**config.mk**
```make
export PLATFORM = sky130hd
export DESIGN_NAME = cv32e40p_bitcnt_pipe
export DESIGN_NICKNAME = d
export VERILOG_FILES = /design/src/rtl/cv32e40p_bitcnt_pipe.sv
export SDC_FILE = /design/constraint.sdc
export NUM_CORES = 1
export LEC_CHECK = 0
export ABC_CLOCK_PERIOD_IN_PS = 8000
export BUFFER_PORTS_ARGS = -buffer_cell sky130_fd_sc_hd__clkbuf_2
export CAP_MARGIN = 20
export CORE_AREA = 3 3 139 141
export CTS_BUF_LIST = sky130_fd_sc_hd__clkbuf_2 sky130_fd_sc_hd__clkbuf_4 sky130_fd_sc_hd__clkbuf_8
export CTS_CLUSTER_DIAMETER = 150
export DETAILED_ROUTE_END_ITERATION = 7
export DIE_AREA = 0 0 142 144
export GPL_TIMING_DRIVEN = 0
export PLACE_DENSITY = 0.8
export SYNTH_ARGS = -nofsm -noshare
export SYNTH_HDL_FRONTEND = slang
export SYNTH_SLANG_ARGS = --single-unit
```
**constraint.sdc**
```tcl
create_clock -name clk -period 8 [get_ports clk]
set_input_delay 1.6 -clock clk [delete_from_list [all_inputs] [get_ports clk]]
set_output_delay 1.6 -clock clk [all_outputs]
set_load 0.02 [all_outputs]
```
**src/rtl/cv32e40p_bitcnt_pipe.sv**
```systemverilog
// Two-stage pipelined bit counter: popcount, clz, ctz and saturating
// multi-beat accumulated popcount behind valid/ready streams.
`timescale 1ns/1ps
module cv32e40p_bitcnt_pipe #(
  parameter int WIDTH = 32,
  parameter int ACC_W = 16
) (
  input  logic             clk,
  input  logic             rst_n,
  input  logic             flush_i,
  input  logic             valid_i,
  output logic             ready_o,
  input  logic [WIDTH-1:0] data_i,
  input  logic [1:0]       mode_i,
  input  logic             last_i,
  output logic             valid_o,
  input  logic             ready_i,
  output logic [ACC_W-1:0] result_o,
  output logic             zero_o,
  output logic             ovf_o
);

  localparam int H     = WIDTH / 2;
  localparam int HC_W  = $clog2(H) + 1;
  localparam int CNT_W = $clog2(WIDTH) + 1;

  typedef struct packed {
    logic [1:0]      mode;
    logic            last;
    logic            zlo;
    logic            zhi;
    logic [HC_W-1:0] pop_lo;
    logic [HC_W-1:0] pop_hi;
    logic [HC_W-1:0] clz_lo;
    logic [HC_W-1:0] clz_hi;
    logic [HC_W-1:0] ctz_lo;
    logic [HC_W-1:0] ctz_hi;
  } s1_t;

  function automatic logic [HC_W-1:0] pop_f(input logic [H-1:0] v);
    logic [HC_W-1:0] c;
    c = '0;
    for (int i = 0; i < H; i++) c = c + HC_W'(v[i]);
    return c;
  endfunction

  function automatic logic [HC_W-1:0] clz_f(input logic [H-1:0] v);
    logic [HC_W-1:0] c;
    logic            hit;
    c   = '0;
    hit = 1'b0;
    for (int i = H - 1; i >= 0; i--) begin
      if (v[i]) hit = 1'b1;
      else if (!hit) c = c + HC_W'(1);
    end
    return c;
  endfunction

  function automatic logic [HC_W-1:0] ctz_f(input logic [H-1:0] v);
    logic [HC_W-1:0] c;
    logic            hit;
    c   = '0;
    hit = 1'b0;
    for (int i = 0; i < H; i++) begin
      if (v[i]) hit = 1'b1;
      else if (!hit) c = c + HC_W'(1);
    end
    return c;
  endfunction

  s1_t              s1_in, s1_d, s1_q;
  logic             s1_valid_d, s1_valid_q;
  logic             valid_o_d, valid_o_q;
  logic [ACC_W-1:0] result_d, result_q;
  logic             zero_d, zero_q;
  logic             ovf_d, ovf_q;
  logic [ACC_W-1:0] acc_d, acc_q;
  logic             acc_ovf_d, acc_ovf_q;
  logic             acc_zero_d, acc_zero_q;

  logic             s2_adv, accept, move;
  logic [CNT_W-1:0] pop, clz, ctz;
  logic             beat_zero;
  logic [ACC_W:0]   sum;
  logic             sat;
  logic [ACC_W-1:0] acc_sum;
  logic [H-1:0]     lo, hi;

  assign s2_adv  = !valid_o_q || ready_i;
  assign ready_o = !s1_valid_q || s2_adv;
  assign accept  = valid_i && ready_o && !flush_i;
  assign move    = s1_valid_q && s2_adv;

  always_comb begin
    lo            = data_i[H-1:0];
    hi            = data_i[WIDTH-1:H];
    s1_in.mode    = mode_i;
    s1_in.last    = last_i;
    s1_in.zlo     = ~|lo;
    s1_in.zhi     = ~|hi;
    s1_in.pop_lo  = pop_f(lo);
    s1_in.pop_hi  = pop_f(hi);
    s1_in.clz_lo  = clz_f(lo);
    s1_in.clz_hi  = clz_f(hi);
    s1_in.ctz_lo  = ctz_f(lo);
    s1_in.ctz_hi  = ctz_f(hi);
  end

  // An all-zero half reports H, so an all-zero operand yields WIDTH.
  always_comb begin
    beat_zero = s1_q.zlo && s1_q.zhi;
    pop = CNT_W'(s1_q.pop_lo) + CNT_W'(s1_q.pop_hi);
    clz = s1_q.zhi ? CNT_W'(H) + CNT_W'(s1_q.clz_lo)
                   : CNT_W'(s1_q.clz_hi);
    ctz = s1_q.zlo ? CNT_W'(H) + CNT_W'(s1_q.ctz_hi)
                   : CNT_W'(s1_q.ctz_lo);
    sum     = (ACC_W+1)'(acc_q) + (ACC_W+1)'(pop);
    sat     = sum[ACC_W];
    acc_sum = sat ? '1 : sum[ACC_W-1:0];
  end

  always_comb begin
    s1_d       = s1_q;
    s1_valid_d = s1_valid_q;
    valid_o_d  = valid_o_q;
    result_d   = result_q;
    zero_d     = zero_q;
    ovf_d      = ovf_q;
    acc_d      = acc_q;
    acc_ovf_d  = acc_ovf_q;
    acc_zero_d = acc_zero_q;
    if (flush_i) begin
      s1_valid_d = 1'b0;
      valid_o_d  = 1'b0;
      acc_d      = '0;
      acc_ovf_d  = 1'b0;
      acc_zero_d = 1'b1;
    end else begin
      if (s2_adv) valid_o_d = 1'b0;
      if (move) begin
        unique case (s1_q.mode)
          2'b00: begin
            valid_o_d = 1'b1;
            result_d  = ACC_W'(pop);
            zero_d    = beat_zero;
            ovf_d     = 1'b0;
          end
          2'b01: begin
            valid_o_d = 1'b1;
            result_d  = ACC_W'(clz);
            zero_d    = beat_zero;
            ovf_d     = 1'b0;
          end
          2'b10: begin
            valid_o_d = 1'b1;
            result_d  = ACC_W'(ctz);
            zero_d    = beat_zero;
            ovf_d     = 1'b0;
          end
          default: begin
            if (s1_q.last) begin
              valid_o_d  = 1'b1;
              result_d   = acc_sum;
              zero_d     = acc_zero_q && beat_zero;
              ovf_d      = acc_ovf_q || sat;
              acc_d      = '0;
              acc_ovf_d  = 1'b0;
              acc_zero_d = 1'b1;
            end else begin
              acc_d      = acc_sum;
              acc_ovf_d  = acc_ovf_q || sat;
              acc_zero_d = acc_zero_q && beat_zero;
            end
          end
        endcase
      end
      if (accept) begin
        s1_valid_d = 1'b1;
        s1_d       = s1_in;
      end else if (move) begin
        s1_valid_d = 1'b0;
      end
    end
  end

  always_ff @(posedge clk or negedge rst_n) begin
    if (!rst_n) begin
      s1_q       <= '0;
      s1_valid_q <= 1'b0;
      valid_o_q  <= 1'b0;
      result_q   <= '0;
      zero_q     <= 1'b0;
      ovf_q      <= 1'b0;
      acc_q      <= '0;
      acc_ovf_q  <= 1'b0;
      acc_zero_q <= 1'b1;
    end else begin
      s1_q       <= s1_d;
      s1_valid_q <= s1_valid_d;
      valid_o_q  <= valid_o_d;
      result_q   <= result_d;
      zero_q     <= zero_d;
      ovf_q      <= ovf_d;
      acc_q      <= acc_d;
      acc_ovf_q  <= acc_ovf_d;
      acc_zero_q <= acc_zero_d;
    end
  end

  assign valid_o  = valid_o_q;
  assign result_o = result_q;
  assign zero_o   = zero_q;
  assign ovf_o    = ovf_q;

endmodule

```
==> out/qor.csv, run 1 <==
stage,metric,value,unit
worst_hold_path,min_path_type,reg2reg,
floorplan,die_w,142,um
critical_path,worst_ep_arrival_time,9550,ps
critical_path,cp.depth,51,
clock_tree,cts_sinks,73,
synth,syn-num-nets,1584,
synth,async_reset_ff_frac,1.00,
synth,synth_edf_count,0,
final_layout,finalCoreUtilization,0.792,
synth,synth_seq_area_share,0.161,
routing,ant_nets,0,
critical_path,r2r_cells,15,
routing,wl,32.2,mm
routing,dr.pass1.iters,6,
sta,max_freq,107,MHz
power_and_ir_drop,p_leak,0.00595,uW
clock_tree,ctsHtreeMaxLevel,3,
final_layout,fill_cells,1211,
clock_tree,worstSkewPairLatency,360,ps
floorplan,start_util,0.628,
synth,synth_top_cell_by_area,dfrtp_1,
place,place_ws,-2120,ps
sta,skew,13.4,ps
critical_path,critical_path_class,in2reg,
critical_path,cpMaxStageDelayCell,ha_1,
synth,syn_area,11400,um^2
critical_path,crit_buf_inv,3,
synth,netlist_top_cells_count,"nand2_1 (197), o21ai_0 (130), xnor2_1 (110), nor2_1 (103), ha_1 (79)",
sta,period_share,1.17,
routing,via_per_inst,6.09,
final_layout,antenna_cells,0,
grt,grt-ovfl-total,0,
routing,drt_iter0_markers,632,
routing,drc,0,
routing,drt-met1-wl,14.2,mm
final_layout,drive_above_1_share,0.270,
synth,synth_warnings,0,
synth,ys_top_cells_by_area,"dfrtp_1 (16%), ha_1 (8.7%), xnor2_1 (8.5%), nand2_1 (6.5%), o21ai_0 (5.7%)",
status,status,finished with violations,
grt,grtUsageTotal,0.302,
grt,grt_pass1_wl,51.9,mm
place,portBuffers,57,
routing,post_drt_wl_per_cell,17.3,um
critical_path,path_common_cell,nand2_1,
floorplan,die_area,20400,um^2
synth,yosys.area.top_type_share,0.159,
place,place_hpwl,22.8,mm
routing,top_layer,met4,
clock_tree,cts_buffer_depth,2,
clock_tree,clockRootBuffer,clkbuf_8,
final_layout,stdcell_area,14300,um^2
sta,max_slew_margin,0.290,
floorplan,ios,60,
critical_path,crit_path_start_kind,input port,
synth,synth.distinct_cells,98,
sta,setup_ws,-1320,ps
critical_path,critPathMaxStageDelay,320,ps
power_and_ir_drop,powerDensity,124,nW/um^2
status,violations,negative setup slack,
clock_tree,clk_pin_slew,80,ps
routing,vias,11344,
sta,slew_viol_final,0,
sta,fin_setup_tns,-13480,ps
final_layout,nets,1769,
critical_path,required,8230,ps
routing,dr_wl_met2,15.5,mm
critical_path,worst-path-max-fanout,3,
clock_tree,tritoncts,done,
flow_run,cap_violations,0,
grt,grt_pass1_vias,10830,
place,place_inst,1730,
final_layout,register_area,1830,um^2
floorplan,core_area,18100,um^2
critical_path,cp-end-kind,flip-flop,
routing,wl_met3,1.85,mm
clock_tree,cts_hold_buf,0,
grt,grt_max_degree,44,
sta,setup_violations,16,
worst_hold_path,min_path_cells,2,
sta,rsz0062_at_grt,yes,
final_layout,synthToLayoutAreaGrowth,26.1,%
power_and_ir_drop,peakVddDrop,0.100,mV
sta,period_needed,9320,ps
final_layout,final_cells,1862,
place,gp_congestion,0.927,
grt,antenna_found_initial,0,
synth,avgSynthCellArea,7.87,um^2
sta,tightestPinTransition,1060,ps
place,placedInstanceArea,12500,um^2
synth,yosys_most_used_dff,dfrtp_1,
final_layout,multiInputGateArea,10100,um^2
synth,synth.most_common_cell,nand2_1,
floorplan,dieHeight,144,um
sta,finalHoldViolCount,0,
critical_path,critPathTopFamily,adder cells,
clock_tree,cts_buffers,9,
synth,ys_ff_latch,73,
synth,syn_inst,1443,
floorplan,num_rows,49,
## layout by cell type, fill, tap and decap left out, types with 9 or more instances in the layout
cell / netlist / layout
inv_1: 65 / 56
nor3b_1: 10 / 9
a211oi_1: 14 / 11
nand4_1: 15 / 15
nor3_1: 24 / 23
clkbuf_1: 35 / 33
nor2b_1: 40 / 32
nor4_1: 17 / 16
fa_1: 22 / 22
a21o_1: 16 / 16
mux2_4: 0 / 9
o21ai_0: 130 / 106
ha_4: 0 / 29
clkbuf_8: 0 / 10
and3_1: 15 / 14
xnor3_1: 14 / 14
a31oi_1: 11 / 11
nand2b_1: 14 / 12
mux2_2: 21 / 12
clkbuf_2: 0 / 48
nand3_1: 49 / 48
xnor2_1: 110 / 98
nor2_1: 103 / 96
xnor2_2: 5 / 15
nand2_2: 3 / 21
a21oi_1: 65 / 56
ha_1: 79 / 47
nand2_1: 197 / 175
buf_4: 3 / 119
mux2i_1: 40 / 33
o21ai_1: 10 / 26
buf_2: 18 / 16
dfrtp_1: 72 / 72
xor2_1: 55 / 51
## timing repair
| action | 4_1_cts | 5_1_grt |
|---|---|---|
| endpoints found under the setup margin | 16 | 16 |
| resized for setup | 90 | 52 |
| setup buffers | 91 | 30 |
| pin swaps | 100 | 74 |
## worst register-to-register path, stage by stage, from the launching register on
cell	delay (ps)
dfrtp_1	400
ha_1	230
fa_1	410
a21o_1	200
a21oi_1	170
xnor2_1	120
ha_1	350
inv_1	50
o21bai_1	140
a21oi_1	170
nor4_1	640
nand4_1	250
nor2_1	580
clkbuf_1	440
a21oi_1	90
o21ai_0	180
## through the flow
step                hold slack, ps  power, uW
floorplan                      442       1100
CTS                            470       1710
finish                         472       1780
detailed placement             459       1310
global placement               452       1280
global route                   502       1900
## per-layer routing
layer | vias to the layer above | track usage
li1 | 5449 | -
met1 | 5421 | 0.411
met5 | - | 0
met3 | 61 | 0.0427
met2 | 413 | 0.509
met4 | 0 | 0.0773
## final timing paths
check / from / end / slack, ps
worst min register to register: acc_zero_q / acc_zero_q / 470
worst max-delay path: data_i[0] / s1_q[9] / -1320
worst max register to register: s1_q[20] / acc_q[8] / 3480
worst min-delay path: acc_zero_q / acc_zero_q / 470
min in group asynchronous: rst_n / s1_q[11] / 1190
max in group asynchronous: rst_n / acc_zero_q / 6170
## power by group
group	total, uW	internal [uW]	switching (uW)
logic	1020	462	559
clock network	309	158	151
registers	447	414	32.6
total	1780	1030	742
## kinds of logic after synthesis
family / after synthesis / synth area share
buffers and inverters: 132 / 0.0479
AND/OR/NAND/NOR: 548 / 0.243
XOR/XNOR: 192 / 0.177
flip-flops: 73 / 0.161
AO/OA/AOI/OAI: 332 / 0.182
adder cells (fa/ha/maj): 101 / 0.126
multiplexers: 65 / 0.0640
## final cells by class
class / count / share of cell area
Timing Repair Buffer: 177 / 0.0929
Buffer: 60 / 0.0201
Multi-Input combinational cell: 1238 / 0.703
Clock buffer: 11 / 0.0101
Clock inverter: 5 / 0.00446
Inverter: 69 / 0.0221
Sequential cell: 73 / 0.128
Tap cell: 229 / 0.0200
## flip-flops by register name (all words and copies together) (netlist names)
| register | count |
|---|---|
| s1_q | 35 |
| acc_q | 16 |
| result_o | 16 |
| acc_ovf_q | 1 |
| acc_zero_q | 1 |
| ovf_o | 1 |
| s1_valid_q | 1 |
| valid_o | 1 |
| zero_o | 1 |
Power figures use the tool's default switching activity.
==> run 2, diff against run 1 <==
- CORE_AREA: 3 3 139 141 -> 3 3 199 201
- DIE_AREA: 0 0 142 144 -> 0 0 202 204
- PLACE_DENSITY: 0.8 -> unset
==> run 2 against run 1 <==
Effect of this change:
- the flow still finishes with violations (negative setup slack)
- sequential share of layout area fell by 0.39 points
- clock-buffer cell count shrank 1
- total power increased by 3.6%
- clock skew hardly changed
- combinational power about the same
- flip-flop and latch count unchanged
- non-clock buffer count is 15 higher
- register-to-register slack better by 90 ps
- cell area rose by 3.2%
- critical endpoint unchanged
==> out/qor.csv, run 2 (synthesis gave the netlist of run 1 again) <==
stage,metric,value,unit
status,status,finished with violations,
status,violations,negative setup slack,
final_layout,regMostFlops,s1_q,
clock_tree,tritoncts,done,
routing,via_per_inst,5.12,
grt,gr-usage-met2,0.274,
worst_hold_path,min_path_cells,2,
floorplan,start_util,0.301,
floorplan,num_rows,71,
power_and_ir_drop,p_leak,0.00605,uW
grt,grt_pass1_wl,54.8,mm
clock_tree,cts_hold_buf,0,
critical_path,crit_path_start_kind,input port,
final_layout,synthToLayoutAreaGrowth,30.1,%
floorplan,die_area,41200,um^2
clock_tree,cts_buffers,9,
critical_path,worst-path-max-fanout,4,
sta,period_share,1.14,
clock_tree,clk_pin_slew,70,ps
grt,antenna_found_initial,0,
final_layout,nets,1784,
worst_hold_path,hp-start,acc_zero_q,
grt,grt-ovfl-total,0,
sta,skew,13.1,ps
place,placedInstanceArea,12900,um^2
sta,setup_violations,16,
grt,met3_usage,0.0132,
grt,grtUsageTotal,0.156,
flow_run,cap_violations,0,
clock_tree,cts_sinks,73,
place,portBuffers,57,
sta,period_needed,9130,ps
sta,rsz0062_at_grt,yes,
critical_path,critPathMaxStageDelay,320,ps
final_layout,antenna_cells,0,
final_layout,most-common-layout-cells,"nand2_1 (176), buf_4 (129), o21ai_0 (106)",
clock_tree,ctsHtreeMaxLevel,3,
grt,grt_use_met1,0.214,
grt,grt_pass1_vias,10952,
floorplan,die_w,202,um
final_layout,stdcell_area,14800,um^2
sta,tightestPinTransition,1100,ps
critical_path,required,8220,ps
routing,vias,11056,
sta,max_freq,109,MHz
critical_path,critical_path_class,in2reg,
clock_tree,worstSkewPairLatency,350,ps
critical_path,worst_ep_arrival_time,9350,ps
critical_path,cp-end-kind,flip-flop,
grt,grt-busiest-layer,met2,
sta,slew_viol_final,0,
sta,setup_ws,-1130,ps
grt,grt_max_degree,55,
critical_path,regToRegEndpoint,ovf_o,
floorplan,dieHeight,204,um
final_layout,fill_cells,3799,
place,gp_congestion,0.865,
critical_path,r2r_cells,15,
clock_tree,clockRootBuffer,clkbuf_8,
final_layout,final_common_cell,nand2_1,
clock_tree,cts_buffer_depth,2,
routing,post_drt_wl_per_cell,15.2,um
sta,finalHoldViolCount,0,
floorplan,ios,60,
routing,drt_iter0_markers,570,
routing,ant_nets,0,
place,place_hpwl,24.8,mm
power_and_ir_drop,peakVddDrop,0.0892,mV
critical_path,path_common_cell,nand2_1,
worst_hold_path,min_to,acc_zero_q,
critical_path,cpMaxStageDelayCell,ha_1,
routing,dr.pass1.iters,5,
routing,wl,32.8,mm
worst_hold_path,min_path_type,reg2reg,
critical_path,r2r-start,s1_q[20],
routing,drc,0,
critical_path,reg2reg_slack,3570,ps
final_layout,drive_above_1_share,0.267,
sta,max_slew_margin,0.260,
final_layout,largest_reg_flops,35,
power_and_ir_drop,fin_total_pwr,1840,uW
power_and_ir_drop,powerDensity,125,nW/um^2
floorplan,core_area,37800,um^2
-- run 2: layout make-up --
type / count / area [um^2] / share of cell area
multi-input cells: 1238 / 9960 / 0.674
clock buffers: 10 / 131 / 0.00889
clock inverters: 5 / 129 / 0.00872
well taps: 511 / 639 / 0.0433
inverters: 69 / 317 / 0.0214
repair buffers: 191 / 1470 / 0.0993
plain buffers: 61 / 303 / 0.0205
flip-flops and latches: 73 / 1830 / 0.124
-- run 2: metrics by stage --
stage	setup WS, ps	TNS (ps)	instances	util	hold WS, ps
detailed placement	-2160	-29800	2013	0.341	457
global placement	-2040	-27720	2011	0.340	453
global route	-1580	-19040	2158	0.391	504
CTS	-1100	-11720	2134	0.380	468
floorplan	-1040	-10480	1443	-	442
finish	-1130	-13100	2158	0.391	467
-- run 2: layer usage --
layer	wire (um)	vias up	share of wire
met5	0	-	0
met4	417	0	0.013
met3	1130	39	0.034
met2	15800	232	0.48
met1	15500	5295	0.47
li1	-	5490	-
-- run 2: worst max-delay path, delay by kind of cell --
| family | cells | cell delay, ps |
|---|---|---|
| AO/OA/AOI/OAI | 14 | 1890 |
| XOR/XNOR | 9 | 1430 |
| adder cells (fa/ha/maj) | 8 | 1910 |
| buffers and inverters | 3 | 260 |
| AND/OR/NAND/NOR | 10 | 1050 |
| multiplexers | 7 | 1180 |
-- run 2: worst max-delay path by stage --
stage | start | to | cells past startpoint
2_1_floorplan | data_i[0] | s1_q[9] | 50
3_3_place_gp | data_i[17] | s1_q[4] | 39
3_5_place_dp | data_i[30] | s1_q[14] | 50
4_1_cts | data_i[0] | s1_q[9] | 51
5_1_grt | data_i[2] | s1_q[8] | 50
6_report | data_i[0] | s1_q[9] | 51
-- run 2: what timing repair did --
item / CTS / global route
gates resized for setup: 77 / 54
setup buffers: 107 / 27
setup endpoints to repair: 16 / 16
cloned: 0 / 0
pin swaps: 98 / 57
-- run 2: where the power goes --
group	internal [uW]	switching [uW]	total [uW]
Sequential	414	34.3	449
Combinational	462	549	1010
Clock	241	139	380
==> run 3, diff against run 2 <==
- REMOVE_ABC_BUFFERS: unset -> 1
==> run 3 against run 2 <==
Effect of this change:
- the run still ends with negative setup slack left
- register-to-register slack gained 30 ps
- cell count shrank 3.3%
- global-route usage shrank 1.0 points
- core utilization shrank 1.0 points
- worst hold slack gained 7.2 ps
- cell area shrank 2.5%
- sequential power is essentially flat
- critical endpoint unchanged
- critical path depth is the same
- wire length shrank 4.3%
- largest cell class unchanged
- clock-buffer cell count grew 1
- combinational power is essentially flat
- die area is the same
==> out/qor.csv, run 3 (synthesis gave the netlist of run 1 again) <==
stage,metric,value,unit
status,status,finished with violations,
status,violations,negative setup slack,
critical_path,critical_path_class,in2reg,
final_layout,final_common_cell,nand2_1,
sta,finalHoldViolCount,0,
floorplan,ios,60,
place,place_inst,1954,
routing,via_per_inst,5.19,
clock_tree,clk_pin_slew,80,ps
floorplan,start_util,0.301,
floorplan,dieHeight,204,um
sta,hold_ws,474,ps
floorplan,die_w,202,um
routing,post_drt_wl_per_cell,15.1,um
final_layout,drive_above_1_share,0.268,
sta,fin_setup_tns,-12750,ps
critical_path,r2r-start,s1_q[20],
routing,ant_nets,0,
critical_path,reg2reg_slack,3600,ps
critical_path,path_common_cell,nand2_1,
critical_path,regToRegEndpoint,result_o[1],
clock_tree,cts_buffers,9,
clock_tree,clockRootBuffer,clkbuf_8,
critical_path,critPathMaxStageDelay,310,ps
routing,dr.pass1.iters,5,
power_and_ir_drop,peakVddDrop,0.0878,mV
floorplan,core_area,37800,um^2
worst_hold_path,min_to,acc_zero_q,
routing,vias,10822,
critical_path,worst-path-max-fanout,4,
critical_path,cpMaxStageDelayCell,o31a_1,
floorplan,num_rows,71,
worst_hold_path,min_path_type,reg2reg,
power_and_ir_drop,powerDensity,120,nW/um^2
clock_tree,tritoncts,done,
critical_path,r2r_cells,17,
critical_path,worst_ep_arrival_time,9450,ps
sta,max_slew_margin,0.312,
grt,grt_max_degree,54,
final_layout,final_cells,2086,
final_layout,antenna_cells,0,
power_and_ir_drop,fin_total_pwr,1730,uW
final_layout,fill_cells,3764,
place,place_ws,-3150,ps
grt,grtUsageTotal,0.146,
place,portBuffers,59,
sta,period_needed,9220,ps
power_and_ir_drop,p_leak,0.00585,uW
grt,grt_pass1_wl,51.8,mm
clock_tree,ctsHtreeMaxLevel,3,
worst_hold_path,min_path_cells,2,
clock_tree,cts_buffer_depth,2,
sta,slew_viol_final,0,
clock_tree,cts_hold_buf,0,
clock_tree,worstSkewPairLatency,350,ps
final_layout,register_area,1830,um^2
final_layout,largest_reg_flops,35,
critical_path,crit_path_start_kind,input port,
final_layout,nets,1711,
worst_hold_path,hp-start,acc_zero_q,
routing,drc,0,
critical_path,required,8230,ps
sta,setup_violations,16,
sta,rsz0062_at_grt,yes,
critical_path,cp-end-kind,flip-flop,
final_layout,regMostFlops,s1_q,
sta,skew,9.96,ps
grt,antenna_found_initial,1,
grt,grt-ovfl-total,0,
final_layout,most-common-layout-cells,"nand2_1 (174), buf_4 (113), o21ai_0 (105)",
grt,grt_pass1_vias,10571,
sta,max_freq,108,MHz
sta,period_share,1.15,
sta,setup_ws,-1220,ps
clock_tree,cts_sinks,73,
routing,drt_iter0_markers,636,
floorplan,die_area,41200,um^2
sta,tightestPinTransition,1020,ps
flow_run,cap_violations,0,
routing,wl,31.4,mm
place,place_hpwl,22.8,mm
final_layout,multiInputGateArea,10000,um^2
final_layout,synthToLayoutAreaGrowth,26.7,%
place,gp_congestion,0.835,
run 3: what timing repair did:
item,CTS,global route
setup endpoints to repair,16,16
pin swaps,94,127
gates resized for setup,179,93
buffers inserted,75,41
run 3: stage by stage:
step,instance area (um^2),util
after detailed placement,12100,0.320
final,14400,0.381
after global routing,14400,0.381
after floorplan,11100,-
after CTS,13700,0.363
after global placement,12000,0.318
run 3: per-layer routing:
metal / up-vias / GRT usage / part of all wire
li1: 5351 / - / -
met1: 5250 / 0.187 / 0.45
met2: 179 / 0.265 / 0.50
met3: 40 / 0.0194 / 0.029
met4: 2 / 0.0267 / 0.014
met5: - / 0 / 0.00022
run 3: worst max-delay path: cells and delay by family:
kind / cells / cell delay, ps
fa+ha+maj: 8 / 1950
xor+xnor: 9 / 1430
buf+inv: 3 / 270
mux: 7 / 1210
compound gates: 14 / 1970
simple gates: 10 / 1030
run 3: final cells by class:
class,count,area share
clock inverters,5,0.00391
multi-input cells,1238,0.698
well taps,511,0.0444
clock buffers,11,0.0101
repair buffers,179,0.0966
inverters,69,0.0204
flip-flops and latches,73,0.127
run 3: worst max-delay path by stage:
stage | slack [ps] | end | startpoint | cells past startpoint
floorplan | -1640 | s1_q[19] | data_i[14] | 49
global placement | -2960 | s1_q[19] | data_i[14] | 50
detailed placement | -3150 | s1_q[19] | data_i[14] | 50
CTS | -1260 | s1_q[9] | data_i[1] | 51
global route | -1710 | s1_q[9] | data_i[0] | 51
finish | -1220 | s1_q[9] | data_i[0] | 51
run 3: report_power, final:
part	internal (uW)	leakage [uW]	switching (uW)
Clock	155	0.000103	138
Combinational	448	0.00477	533
Sequential	414	0.000977	36.6
Total	1020	0.00585	708
